[config.mk]
export PLATFORM = sky130hd
export DESIGN_NAME = multicycle_control
export DESIGN_NICKNAME = d
export VERILOG_FILES = /design/src/rtl/ctrl_pkg.sv /design/src/rtl/alu_decoder.sv /design/src/rtl/multicycle_control.sv
export SDC_FILE = /design/constraint.sdc
export NUM_CORES = 1
export LEC_CHECK = 0
export BUFFER_PORTS_ARGS = -buffer_cell sky130_fd_sc_hd__buf_2
export CORE_MARGIN = 1.5
export CORE_UTILIZATION = 48
export CTS_BUF_LIST = sky130_fd_sc_hd__clkbuf_8
export DETAILED_ROUTE_END_ITERATION = 10
export PLACE_DENSITY = 0.77
export SYNTH_ARGS = -nofsm -noshare
export SYNTH_HDL_FRONTEND = slang
export SYNTH_SLANG_ARGS = --single-unit
[constraint.sdc]
create_clock -name clk -period 1.7 [get_ports clk]
set_clock_uncertainty 0.1 [all_clocks]
set_input_delay 0.34 -clock clk [delete_from_list [all_inputs] [get_ports clk]]
set_output_delay 0.34 -clock clk [all_outputs]
set_load 0.05 [all_outputs]
[src/rtl/ctrl_pkg.sv]
// Shared encodings for the multicycle controller: FSM states, mux selects,
// default ALU codes and the registered control-word layout.
package ctrl_pkg;

  localparam int unsigned STATE_W = 4;

  typedef enum logic [STATE_W-1:0] {
    S_IDLE   = 4'd0,
    S_FETCH  = 4'd1,
    S_DECODE = 4'd2,
    S_EXEC   = 4'd3,
    S_ALUWB  = 4'd4,
    S_ADDIEX = 4'd5,
    S_ADDIWB = 4'd6,
    S_MEMADR = 4'd7,
    S_MEMRD  = 4'd8,
    S_MEMWB  = 4'd9,
    S_MEMWR  = 4'd10,
    S_BRANCH = 4'd11,
    S_JUMP   = 4'd12
  } state_e;

  localparam logic [1:0] ALU_SRC_B_REG   = 2'b00;
  localparam logic [1:0] ALU_SRC_B_FOUR  = 2'b01;
  localparam logic [1:0] ALU_SRC_B_IMM   = 2'b10;
  localparam logic [1:0] ALU_SRC_B_IMMSH = 2'b11;

  localparam logic [1:0] PC_SRC_ALU    = 2'b00;
  localparam logic [1:0] PC_SRC_ALUOUT = 2'b01;
  localparam logic [1:0] PC_SRC_JUMP   = 2'b10;

  localparam logic [2:0] ALU_ADD = 3'b000;
  localparam logic [2:0] ALU_SUB = 3'b001;

  typedef enum logic [1:0] {
    ALU_CLS_ADD   = 2'd0,
    ALU_CLS_SUB   = 2'd1,
    ALU_CLS_FUNCT = 2'd2
  } alu_cls_e;

  typedef struct packed {
    logic       mem_req;
    logic       mem_we;
    logic       i_or_d;
    logic       pc_write;
    logic       pc_write_cond;
    logic       reg_write;
    logic       reg_dst;
    logic       mem_to_reg;
    logic       alu_src_a;
    logic [1:0] alu_src_b;
    logic [1:0] pc_src;
    logic       instr_done;
  } ctrl_t;

  // State-only part of the control word; mem_ready-gated terms are added in the top.
  function automatic ctrl_t state_ctrl(input state_e s);
    ctrl_t c;
    c = '0;
    case (s)
      S_FETCH: begin
        c.mem_req   = 1'b1;
        c.alu_src_b = ALU_SRC_B_FOUR;
        c.pc_src    = PC_SRC_ALU;
      end
      S_DECODE: c.alu_src_b = ALU_SRC_B_IMMSH;
      S_EXEC: begin
        c.alu_src_a = 1'b1;
        c.alu_src_b = ALU_SRC_B_REG;
      end
      S_ALUWB: begin
        c.reg_dst    = 1'b1;
        c.reg_write  = 1'b1;
        c.instr_done = 1'b1;
      end
      S_ADDIEX, S_MEMADR: begin
        c.alu_src_a = 1'b1;
        c.alu_src_b = ALU_SRC_B_IMM;
      end
      S_ADDIWB: begin
        c.reg_write  = 1'b1;
        c.instr_done = 1'b1;
      end
      S_MEMRD: begin
        c.mem_req = 1'b1;
        c.i_or_d  = 1'b1;
      end
      S_MEMWB: begin
        c.reg_write  = 1'b1;
        c.mem_to_reg = 1'b1;
        c.instr_done = 1'b1;
      end
      S_MEMWR: begin
        c.mem_req = 1'b1;
        c.mem_we  = 1'b1;
        c.i_or_d  = 1'b1;
      end
      S_BRANCH: begin
        c.alu_src_a     = 1'b1;
        c.alu_src_b     = ALU_SRC_B_REG;
        c.pc_write_cond = 1'b1;
        c.pc_src        = PC_SRC_ALUOUT;
        c.instr_done    = 1'b1;
      end
      S_JUMP: begin
        c.pc_write   = 1'b1;
        c.pc_src     = PC_SRC_JUMP;
        c.instr_done = 1'b1;
      end
      default: c = '0;
    endcase
    return c;
  endfunction

endpackage

[src/rtl/alu_decoder.sv]
// Selects the ALU operation: fixed add/subtract, or the instruction's funct field.
module alu_decoder
  import ctrl_pkg::*;
#(
  parameter int unsigned FUNCT_W = 3
) (
  input  alu_cls_e             cls_i,
  input  logic [FUNCT_W-1:0]   funct_i,
  output logic [FUNCT_W-1:0]   alu_control_o
);

  always_comb begin
    alu_control_o = FUNCT_W'(ALU_ADD);
    case (cls_i)
      ALU_CLS_SUB:   alu_control_o = FUNCT_W'(ALU_SUB);
      ALU_CLS_FUNCT: alu_control_o = funct_i;
      default:       alu_control_o = FUNCT_W'(ALU_ADD);
    endcase
  end

endmodule

[src/rtl/multicycle_control.sv]
// Moore controller sequencing fetch/decode/execute/memory/writeback over a shared
// datapath; control word is registered from the next state, handshake terms are gated live.
module multicycle_control
  import ctrl_pkg::*;
#(
  parameter int unsigned        OP_W     = 4,
  parameter int unsigned        FUNCT_W  = 3,
  parameter logic [OP_W-1:0]    OP_RTYPE = OP_W'(4'b0000),
  parameter logic [OP_W-1:0]    OP_ADDI  = OP_W'(4'b0100),
  parameter logic [OP_W-1:0]    OP_LW    = OP_W'(4'b1011),
  parameter logic [OP_W-1:0]    OP_SW    = OP_W'(4'b1111),
  parameter logic [OP_W-1:0]    OP_BEQ   = OP_W'(4'b1000),
  parameter logic [OP_W-1:0]    OP_J     = OP_W'(4'b0010)
) (
  input  logic               clk,
  input  logic               reset_n,
  input  logic [OP_W-1:0]    op,
  input  logic [FUNCT_W-1:0] funct,
  input  logic               mem_ready,
  output logic               mem_req,
  output logic               mem_we,
  output logic               i_or_d,
  output logic               ir_write,
  output logic               pc_write,
  output logic               pc_write_cond,
  output logic               reg_write,
  output logic               reg_dst,
  output logic               mem_to_reg,
  output logic               alu_src_a,
  output logic [1:0]         alu_src_b,
  output logic [1:0]         pc_src,
  output logic [FUNCT_W-1:0] alu_control,
  output logic               instr_done,
  output logic               illegal_op
);

  state_e               state_q, state_d;
  ctrl_t                ctrl_q;
  logic [FUNCT_W-1:0]   alu_control_q, alu_control_d;
  alu_cls_e             alu_cls_d;
  logic                 known_op;

  assign known_op = (op == OP_RTYPE) || (op == OP_ADDI) || (op == OP_LW) ||
                    (op == OP_SW) || (op == OP_BEQ) || (op == OP_J);

  always_comb begin
    state_d = state_q;
    case (state_q)
      S_IDLE:   state_d = S_FETCH;
      S_FETCH:  state_d = mem_ready ? S_DECODE : S_FETCH;
      S_DECODE: begin
        if (op == OP_RTYPE)                   state_d = S_EXEC;
        else if (op == OP_ADDI)               state_d = S_ADDIEX;
        else if ((op == OP_LW) || (op == OP_SW)) state_d = S_MEMADR;
        else if (op == OP_BEQ)                state_d = S_BRANCH;
        else if (op == OP_J)                  state_d = S_JUMP;
        else                                  state_d = S_FETCH;
      end
      S_EXEC:   state_d = S_ALUWB;
      S_ADDIEX: state_d = S_ADDIWB;
      S_MEMADR: begin
        if (op == OP_LW)      state_d = S_MEMRD;
        else if (op == OP_SW) state_d = S_MEMWR;
        else                  state_d = S_FETCH;
      end
      S_MEMRD:  state_d = mem_ready ? S_MEMWB : S_MEMRD;
      S_MEMWR:  state_d = mem_ready ? S_FETCH : S_MEMWR;
      S_ALUWB, S_ADDIWB, S_MEMWB, S_BRANCH, S_JUMP: state_d = S_FETCH;
      default:  state_d = S_IDLE;
    endcase
  end

  // ALU class follows the state being entered so alu_control is registered with it.
  always_comb begin
    alu_cls_d = ALU_CLS_ADD;
    if (state_d == S_EXEC)        alu_cls_d = ALU_CLS_FUNCT;
    else if (state_d == S_BRANCH) alu_cls_d = ALU_CLS_SUB;
  end

  alu_decoder #(
    .FUNCT_W (FUNCT_W)
  ) u_alu_decoder (
    .cls_i         (alu_cls_d),
    .funct_i       (funct),
    .alu_control_o (alu_control_d)
  );

  always_ff @(posedge clk) begin
    if (!reset_n) begin
      state_q       <= S_IDLE;
      ctrl_q        <= '0;
      alu_control_q <= '0;
    end else begin
      state_q       <= state_d;
      ctrl_q        <= state_ctrl(state_d);
      alu_control_q <= alu_control_d;
    end
  end

  assign mem_req       = ctrl_q.mem_req;
  assign mem_we        = ctrl_q.mem_we;
  assign i_or_d        = ctrl_q.i_or_d;
  assign pc_write_cond = ctrl_q.pc_write_cond;
  assign reg_write     = ctrl_q.reg_write;
  assign reg_dst       = ctrl_q.reg_dst;
  assign mem_to_reg    = ctrl_q.mem_to_reg;
  assign alu_src_a     = ctrl_q.alu_src_a;
  assign alu_src_b     = ctrl_q.alu_src_b;
  assign pc_src        = ctrl_q.pc_src;
  assign alu_control   = alu_control_q;

  // Handshake-completion and opcode-check terms depend on live inputs.
  assign ir_write   = (state_q == S_FETCH) && mem_ready;
  assign pc_write   = ctrl_q.pc_write || ir_write;
  assign instr_done = ctrl_q.instr_done || ((state_q == S_MEMWR) && mem_ready);
  assign illegal_op = (state_q == S_DECODE) && !known_op;

endmodule

==> results.toml, run 1 <==
[grt]
grt_max_degree = 13
grt_use_met3_pct = 5.655
grt-busiest-layer = "met2"
grt_pass1_vias = 1039
grt_pass1_wl_um = 4409
grtUsageTotal_pct = 22.79
grt_use_met1_pct = 24.77
antenna_found_initial = 0
met2_usage_pct = 41.89
grt-ovfl-total = 0

[finish]
antenna_cells = 0
largest-register = "state_q"
fin_cells = 189
largest_reg_flops = 4
fin_nets = 173
nFillCells = 108
synthToLayoutAreaGrowth_pct = 57.51
drive_above_1_share_pct = 65.43
fin_util_pct = 82.90

[synth]
ys_seq_elements = 20
yosysSeqAreaShare_pct = 37.25
synth_area_mm2 = 0.001075
avgSynthCellArea_um2 = 9.771
synthTopCellsByArea = "dfxtp_1 (37%), buf_4 (4.2%), nor2_1 (3.5%), nand3_1 (3.3%), clkbuf_8 (2.6%)"
yosys.area_share.adder_pct = 0.9313
synth_cell_types = 43
synth_top_area_share_pct = 37.25
synth_top_area_cell = "dfxtp_1"
synth_cells = 110
synth-edff-count = 0
muxShareOfSynthArea_pct = 0
synth_xor_area_share_pct = 2.445
yosysWarnings = 0
synthArstFlopShare_pct = 0
synth_nets = 120
synth_top_family_by_area = "simple AND/OR/NAND/NOR gates"
synth_compound_area_share_pct = 17.23
synth-simple-area-share_pct = 32.25
synthFlopType = "dfxtp_1"

[clock_network]
cts.sinks = 20
htreeDepth = 1
cts_root_buffer = "clkbuf_8"
cts_inserted_buffers = 3
clkSlewWorstSetupHoldPaths_ns = 0.08
cts_hold_buf = 0
cts_tree = "built"
cts_buffer_depth = 2
clk-insertion-delay-late_ns = 0.27

[sta]
finalHoldViolCount = 0
setup_viol = 15
post-route-min-period_ns = 1.838
slew_viol_final = 0
grt_setup_unrepaired = "true"
fin_ws_ns = -0.1376
hold_slack_ns = 0.1931
finalCritPeriodShare_pct = 108.1
relSlewSlack_pct = 72.14
tightest_slew_ns = 0.4179
fmax_mhz = 544.2

[die]
start_util_pct = 52.63
die_area_mm2 = 0.002532
io_pins = 29
die_x_um = 50.32
die_y_um = 50.32
rows = 16
coreArea_mm2 = 0.002042

[pwr]
peakVddDrop_uv = 730.1
power_frac_comb_pct = 27.4
p_sw_mw = 0.3893
internal_power_mw = 0.9596
pwr-share-clk_pct = 35.7
power.leakage_nw = 0.7603
power_density_mw_per_mm2 = 796.8
p_seq_share_pct = 36.9
power_switching_share_pct = 28.86

[min_path]
holdPathStages = 2
hold_start = "funct[1]"
holdPathEnd = "alu_control[1]"
hp-class = "input port to flip-flop"

[worst_setup_path]
required_ns = 1.80
end_kind = "flip-flop"
cp_max_fo = 4
r2r_start = "state_q[1]"
r2r_slack_ns = -0.14
reg2regPathDepth = 7
path_cells = "buf_12 > or3b_4 > a311oi_4 > nor4_4 > buf_4 > nand2b_4 > o21ai_2"
critPathBufInv = 2
criticalPathCategory = "flip-flop to flip-flop"
slowest_stage = "or3b_4"
slowest_delay_ns = 0.39
crit_family = "simple AND/OR/NAND/NOR gates"
r2r_end = "mem_req"
cp.arrival_ns = 1.94
critical_path.startpoint_type = "flip-flop"

[route]
vias = 1050
drc = 0
drt_iter0_drc = 25
ant_nets = 0
drt-pass1-iter-count = 6
via_per_inst = 5.556
routedWlPerCell_um = 16.94
routed_wl_um = 3201

[place]
place_ws_ns = -0.1725
dp_cells = 175
io_buffer_count = 28
gp_congestion = 0.7636
dpl.hpwl_um = 1760

[run]
max_cap_violations = 0

[status]
outcome = "complete, but fails checks"
violations = "negative setup slack"
worst max-delay path by stage:
stage	from	endpoint	slack, ns	cells after the start
global placement	state_q[2]	alu_src_b[0]	-0.09	5
finish	state_q[1]	mem_req	-0.14	7
CTS	state_q[3]	illegal_op	-0.08	3
detailed placement	state_q[2]	mem_req	-0.17	5
global route	state_q[2]	alu_src_b[1]	-0.17	7
floorplan	state_q[3]	pc_write	-0.34	4
kinds of logic after synthesis:
family | Yosys count
xor gates and xnor gates | 3
buffers and inverters | 13
DFF | 20
adders and majority gates | 1
AOI/OAI and AO/OA | 19
and+or+nand+nor | 54
cell usage after synthesis (2+ instances only):
cell type	n
dfxtp_1	20
or2_2	2
clkbuf_8	2
nand2_1	6
o21ai_2	2
nor2b_1	4
buf_6	2
nor3_1	3
nand2b_1	4
buf_4	6
a21oi_2	2
o21ai_1	2
and2b_2	2
xor2_1	3
inv_1	3
nor2_1	10
and3_1	2
and2_1	3
o21bai_1	2
nand3_1	7
layout make-up:
cell class | instances | area [um2] | share of cell area (%)
Multi-Input combinational cell | 77 | 742.0 | 43.83
Timing Repair Buffer | 58 | 421.7 | 24.91
Sequential cell | 20 | 412.9 | 24.39
Clock buffer | 3 | 41.29 | 2.439
Tap cell | 27 | 33.78 | 1.996
Clock inverter | 1 | 30.03 | 1.774
Inverter | 3 | 11.26 | 0.6652
layer usage:
| layer | up-vias | wire, um |
|---|---|---|
| li1 | 483 | - |
| met1 | 486 | 1264 |
| met2 | 66 | 1607 |
| met5 | - | 0 |
| met4 | 0 | 115 |
| met3 | 15 | 214 |
power by group through the flow:
stage	registers (mW)	clock network [mW]	logic [mW]
finish	0.497	0.482	0.370
global route	0.499	0.509	0.385
CTS	0.496	0.472	0.299
detailed placement	0.511	0	0.271
global placement	0.510	0	0.263
floorplan	0.528	0	0.185
stage by stage:
step           instance area (um2)  power, mW  setup TNS, ns
3_3_place_gp                  1334     0.7734        -0.8401
2_1_floorplan                 1109     0.7128        -0.3423
6_report                      1693      1.349        -0.9940
5_1_grt                       1693      1.392         -1.943
3_5_place_dp                  1334     0.7812         -1.978
4_1_cts                       1528      1.267        -0.4999
repair_timing:
item | 4_1_cts | 5_1_grt
pin swaps | 12 | 8
endpoints found under the hold margin | 0 | 0
buffers inserted | 4 | 8
gates resized for setup | 27 | 23
setup endpoints to repair | 20 | 20
placed cells by master (no fill, tap or decap), types with 2 or more instances in the layout:
cell,netlist,layout
nor3_1,3,3
dfxtp_1,20,16
and2_4,0,2
nand2b_4,1,3
a311oi_4,1,2
nand2b_1,4,2
nand3_1,7,3
nor2b_1,4,4
inv_1,3,2
xor2_1,3,2
buf_2,0,24
and2b_2,2,2
buf_6,2,7
nor4_4,1,2
nand2_2,0,4
nand3_4,0,3
buf_4,6,25
o21ai_2,2,2
nor2_1,10,9
nand2_1,6,2
or2_4,0,2
and3_1,2,2
clkbuf_8,2,3
dfxtp_4,0,3
a21oi_2,2,2
No activity file was read; power rests on OpenSTA's default activity.
==> run 2: changes to the inputs <==
--- a/config.mk
+++ b/config.mk
@@ -13,4 +13,5 @@
 export PLACE_DENSITY = 0.77
 export SYNTH_ARGS = -nofsm -noshare
 export SYNTH_HDL_FRONTEND = slang
+export SYNTH_HIERARCHICAL = 1
 export SYNTH_SLANG_ARGS = --single-unit
==> results.toml, run 2 <==
[route]
vias = 1183
dr_wl_met2_um = 2105
met1_length_um = 1568
routedWlPerCell_um = 20.16
dr_wl_met3_um = 231
drt_iter0_drc = 46
ant_nets = 0
drt-pass1-iter-count = 4
top_layer = "met4"
via_per_inst = 5.856
routed_wl_um = 4073
drc = 0

[synth]
synthTopCellsByArea = "dfxtp_1 (38%), buf_4 (4.3%), nor4b_1 (4.2%), xnor2_1 (3.4%), and2_1 (3.0%)"
synth_cells = 114
synthArstFlopShare_pct = 0
synth_common_cells = "dfxtp_1 (20), nor2_1 (8), nand2_1 (7), a21oi_1 (6), buf_4 (6)"
synthFlopType = "dfxtp_1"
yosysWarnings = 6
synth-edff-count = 0
synth_nets = 126
synth_area_mm2 = 0.001044
ys_seq_elements = 20
synth_top_area_cell = "dfxtp_1"
yosysSeqAreaShare_pct = 38.37
yosysMostFrequentCell = "dfxtp_1"
avgSynthCellArea_um2 = 9.154
synth_cell_types = 43
synth_top_area_share_pct = 38.37

[finish]
multi_input_area_um2 = 842.1
antenna_cells = 0
postLayoutCellArea_mm2 = 0.001844
seq_area_um2 = 407.9
fin_nets = 189
largest-register = "state_q"
synthToLayoutAreaGrowth_pct = 76.74
nFillCells = 70
largest_reg_flops = 4
drive_above_1_share_pct = 69.14
layout_commonest_cell = "buf_4"
fin_cells = 202
layout_common_cells = "buf_4 (36), buf_2 (24), dfxtp_1 (16)"

[sta]
finalCritPeriodShare_pct = 127.8
tightest_slew_ns = 0.5598
setup_viol = 22
fmax_mhz = 460.3
fin_ws_ns = -0.4723
relSlewSlack_pct = 62.52
finalHoldViolCount = 0
grt_setup_unrepaired = "true"
slew_viol_final = 0
post-route-min-period_ns = 2.172

[grt]
grt_pass1_wl_um = 5230
grt-ovfl-total = 0
grt_pass1_vias = 1133
grt_max_degree = 14
antenna_found_initial = 0
grtUsageTotal_pct = 28.04

[place]
dp_cells = 188
place_area_mm2 = 0.001470
io_buffer_count = 28
gp_congestion = 0.8869
dpl.hpwl_um = 2061

[run]
max_cap_violations = 0

[worst_setup_path]
cp_max_fo = 9
r2r_slack_ns = -0.47
criticalPathCategory = "flip-flop to flip-flop"
critical_path.startpoint_type = "flip-flop"
reg2regPathDepth = 11
end_kind = "flip-flop"
cp.arrival_ns = 2.23
required_ns = 1.76
r2r_end = "alu_control[0]"
r2r_start = "state_q[1]"

[clock_network]
cts_buffer_depth = 2
cts_tree = "built"
cts_inserted_buffers = 3
cts.sinks = 20
cts_root_buffer = "clkbuf_8"
clk-insertion-delay-late_ns = 0.26
clkSlewWorstSetupHoldPaths_ns = 0.07
htreeDepth = 1

[die]
die_x_um = 49.63
rows = 16
die_area_mm2 = 0.002463
io_pins = 29
coreArea_mm2 = 0.002002
die_y_um = 49.63
start_util_pct = 52.13

[min_path]
holdPathEnd = "alu_control[2]"
holdPathStages = 3
hold_start = "funct[2]"
hp-class = "input port to flip-flop"

[pwr]
power.leakage_nw = 0.8234
peakVddDrop_uv = 615.9
power_density_mw_per_mm2 = 664.4

[status]
violations = "negative setup slack"
outcome = "complete, but fails checks"
run 2: cell count changes after synthesis, moves of 3 or more:
| cell | previous run | this run |
|---|---|---|
| a21oi_1 | 1 | 6 |
| nand3_1 | 7 | 2 |
| xnor2_1 | 0 | 4 |
| nor4b_1 | 0 | 5 |
| xor2_1 | 3 | 0 |
run 2: routing by layer:
| metal | vias up | global-route usage (%) |
|---|---|---|
| met5 | - | 0 |
| met4 | 0 | 17.13 |
| met3 | 22 | 6.364 |
| met2 | 79 | 47.78 |
| met1 | 562 | 31.45 |
| li1 | 520 | - |
run 2: what timing repair did:
item,CTS,global route
buffers inserted,3,8
gates resized for setup,36,22
pin swaps,7,9
setup endpoints to repair,23,23
hold buffers,0,0
run 2: worst max-delay path by stage:
| stage | start | end | cells past startpoint |
|---|---|---|---|
| finish | state_q[1] | alu_control[0] | 11 |
| global route | state_q[1] | alu_control[0] | 11 |
| CTS | state_q[2] | illegal_op | 3 |
| detailed placement | op[1] | alu_control[1] | 11 |
| global placement | op[1] | alu_control[1] | 9 |
| floorplan | state_q[0] | illegal_op | 3 |
run 2: worst max-delay path, cell delays in order, from the launching register on:
cell and delay, ns:
dfxtp_2 0.34, buf_8 0.15, xnor2_4 0.16, nor3_2 0.07, a21oi_2 0.16, o211ai_1 0.26, nor2_2 0.26, inv_1 0.10
ha_2 0.19, a21oi_2 0.11, nor2_1 0.04, and2_1 0.15
run 2: layout make-up:
class                      count  share of cell area [%]
tap                           27                   1.832
inverter                       5                   1.018
sequential                    20                   22.12
multi-input combinational     79                   45.66
clock buffer                   3                   2.239
timing repair buffer          68                   27.14
run 2: cells by family (layout without fill, tap and decap cells):
logic type	count (synthesis)	after routing	synth area share, %
and+or+nand+nor	51	51	29.38
AOI/OAI and AO/OA	22	22	17.99
DFF	20	20	38.37
buffers and inverters	15	76	8.513
xor gates and xnor gates	4	4	3.357
adders and majority gates	2	2	2.398
run 2: through the flow:
stage	setup TNS [ns]	utilization, %	power [mW]	setup slack (ns)	hold slack [ns]
floorplan	-2.272	-	0.7238	-0.3518	0.3936
global placement	-4.171	73.44	0.8034	-0.3269	0.5656
detailed placement	-5.044	73.44	0.8133	-0.4448	0.5765
CTS	-3.805	84.06	1.141	-0.3721	0.3168
global route	-7.076	92.13	1.262	-0.4748	0.3427
finish	-6.202	92.13	1.225	-0.4723	0.3371
run 2: where the power goes:
group          leakage [nW]  total, mW  switching (mW)  internal, mW
clock network        0.0216      0.307           0.150         0.158
logic                 0.637      0.414           0.233         0.182
registers             0.164      0.503          0.0147         0.489
==> run 3: changes to the inputs <==
--- a/config.mk
+++ b/config.mk
@@ -11,6 +11,7 @@
 export CTS_BUF_LIST = sky130_fd_sc_hd__clkbuf_8
 export DETAILED_ROUTE_END_ITERATION = 10
 export PLACE_DENSITY = 0.77
+export SETUP_SLACK_MARGIN = 0.1
 export SYNTH_ARGS = -nofsm -noshare
 export SYNTH_HDL_FRONTEND = slang
 export SYNTH_HIERARCHICAL = 1
==> results.toml, run 3 (same netlist as run 2, synthesis figures left out) <==
[status]
outcome = "complete, but fails checks"
violations = "negative setup slack"

[sta]
fin_ws_ns = -0.5489
setup_viol = 23
slew_viol_final = 0
post-route-min-period_ns = 2.249
fmax_mhz = 444.7
hold_slack_ns = 0.3240
finalSetupTns_ns = -6.387
finalHoldViolCount = 0
relSlewSlack_pct = 69.11
finalCritPeriodShare_pct = 132.3
tightest_slew_ns = 0.4613
grt_setup_unrepaired = "true"

[worst_setup_path]
r2r_start = "state_q[1]"
end_kind = "flip-flop"
cp.arrival_ns = 2.29
criticalPathCategory = "flip-flop to flip-flop"
critical_path.startpoint_type = "flip-flop"
critPathLaunch = "state_q[1]"
cp_max_fo = 9
required_ns = 1.74
r2r_slack_ns = -0.55

[place]
io_buffer_count = 28
dp_cells = 188
dpl.hpwl_um = 2066
gp_congestion = 0.8868
place_ws_ns = -0.4514

[route]
routed_wl_um = 3863
via_per_inst = 5.734
vias = 1164
drc = 0
drt_iter0_drc = 28
ant_nets = 0
drt-pass1-iter-count = 4
routedWlPerCell_um = 19.03

[min_path]
hold_start = "funct[2]"
hp-class = "input port to flip-flop"

[grt]
antenna_found_initial = 0
grt_max_degree = 14
grt_pass1_wl_um = 5285
grtUsageTotal_pct = 28.11
grt_pass1_vias = 1165
grt-ovfl-total = 0

[clock_network]
cts_tree = "built"
cts.sinks = 20
cts_hold_buf = 0
clk-insertion-delay-late_ns = 0.25
clkSlewWorstSetupHoldPaths_ns = 0.07
cts_buffer_depth = 2
cts_inserted_buffers = 3
htreeDepth = 1
cts_root_buffer = "clkbuf_8"

[die]
rows = 16
io_pins = 29
die_y_um = 49.63
die_x_um = 49.63
start_util_pct = 52.13
die_area_mm2 = 0.002463
coreArea_mm2 = 0.002002

[pwr]
pwr-share-clk_pct = 27.6
power.leakage_nw = 0.8211
power_switching_share_pct = 30.50
internal_power_mw = 0.8775
p_seq_share_pct = 39.5
power_frac_comb_pct = 32.8
peakVddDrop_uv = 603.0
power_density_mw_per_mm2 = 698.8
p_sw_mw = 0.3850
power_mw = 1.263

[finish]
fin_cells = 203
synthToLayoutAreaGrowth_pct = 73.14
seq_area_um2 = 407.9
multi_input_area_um2 = 795.8
drive_above_1_share_pct = 68.18
largest-register = "state_q"
fin_nets = 189
layout_commonest_cell = "buf_4"
antenna_cells = 0
largest_reg_flops = 4
nFillCells = 83
layout_common_cells = "buf_4 (34), buf_2 (24), dfxtp_1 (16)"

[run]
max_cap_violations = 0
==> run 3: stage by stage <==
stage	utilization, %	instance area [um2]
after global routing	90.25	1807
after global placement	73.44	1470
after floorplan	-	1169
final	90.25	1807
after CTS	85.88	1719
after detailed placement	73.44	1470
==> run 3: layout make-up <==
| type | count | area share [%] |
|---|---|---|
| multi-input cells | 79 | 44.04 |
| repair buffers | 68 | 27.42 |
| flip-flops and latches | 20 | 22.58 |
| clock buffers | 4 | 3.047 |
| well taps | 27 | 1.870 |
| inverters | 5 | 1.039 |
==> run 3: routing by layer <==
| metal | global-route usage, % | wire (um) | vias to the layer above |
|---|---|---|---|
| li1 | - | - | 521 |
| met1 | 29.94 | 1494 | 553 |
| met2 | 54.22 | 1960 | 68 |
| met3 | 2.424 | 183 | 22 |
| met4 | 13.89 | 225 | 0 |
| met5 | 0 | 0 | - |
==> run 3: final timing paths <==
path,end,depth (start not counted)
worst min-delay path,alu_control[2],3
worst max register to register,alu_control[0],11
worst max-delay path,alu_control[0],11
worst min register to register,reg_dst,5
==> run 3: power groups by stage <==
| stage | sequential [mW] | combinational [mW] | clock, mW |
|---|---|---|---|
| after floorplan | 0.525 | 0.199 | 0 |
| after global placement | 0.508 | 0.295 | 0 |
| after detailed placement | 0.508 | 0.305 | 0 |
| after CTS | 0.496 | 0.369 | 0.354 |
| after global routing | 0.500 | 0.429 | 0.377 |
| final | 0.499 | 0.415 | 0.349 |
==> run 3: critical path, cell delays in order, from the launching register on <==
cell and delay, ns:
dfxtp_2 0.34, buf_6 0.14, xnor2_2 0.24, nor3_2 0.10, a21oi_2 0.14, o211ai_1 0.22
nor2_2 0.21, inv_1 0.08, ha_1 0.19, a21oi_2 0.12, nor2_1 0.07, and2_1 0.18
==> run 3: what timing repair did <==
item,in CTS,in global routing
gates resized for setup,35,13
endpoints found under the setup margin,23,23
setup buffers,6,5
endpoints found under the hold margin,0,0
pin swaps,7,5
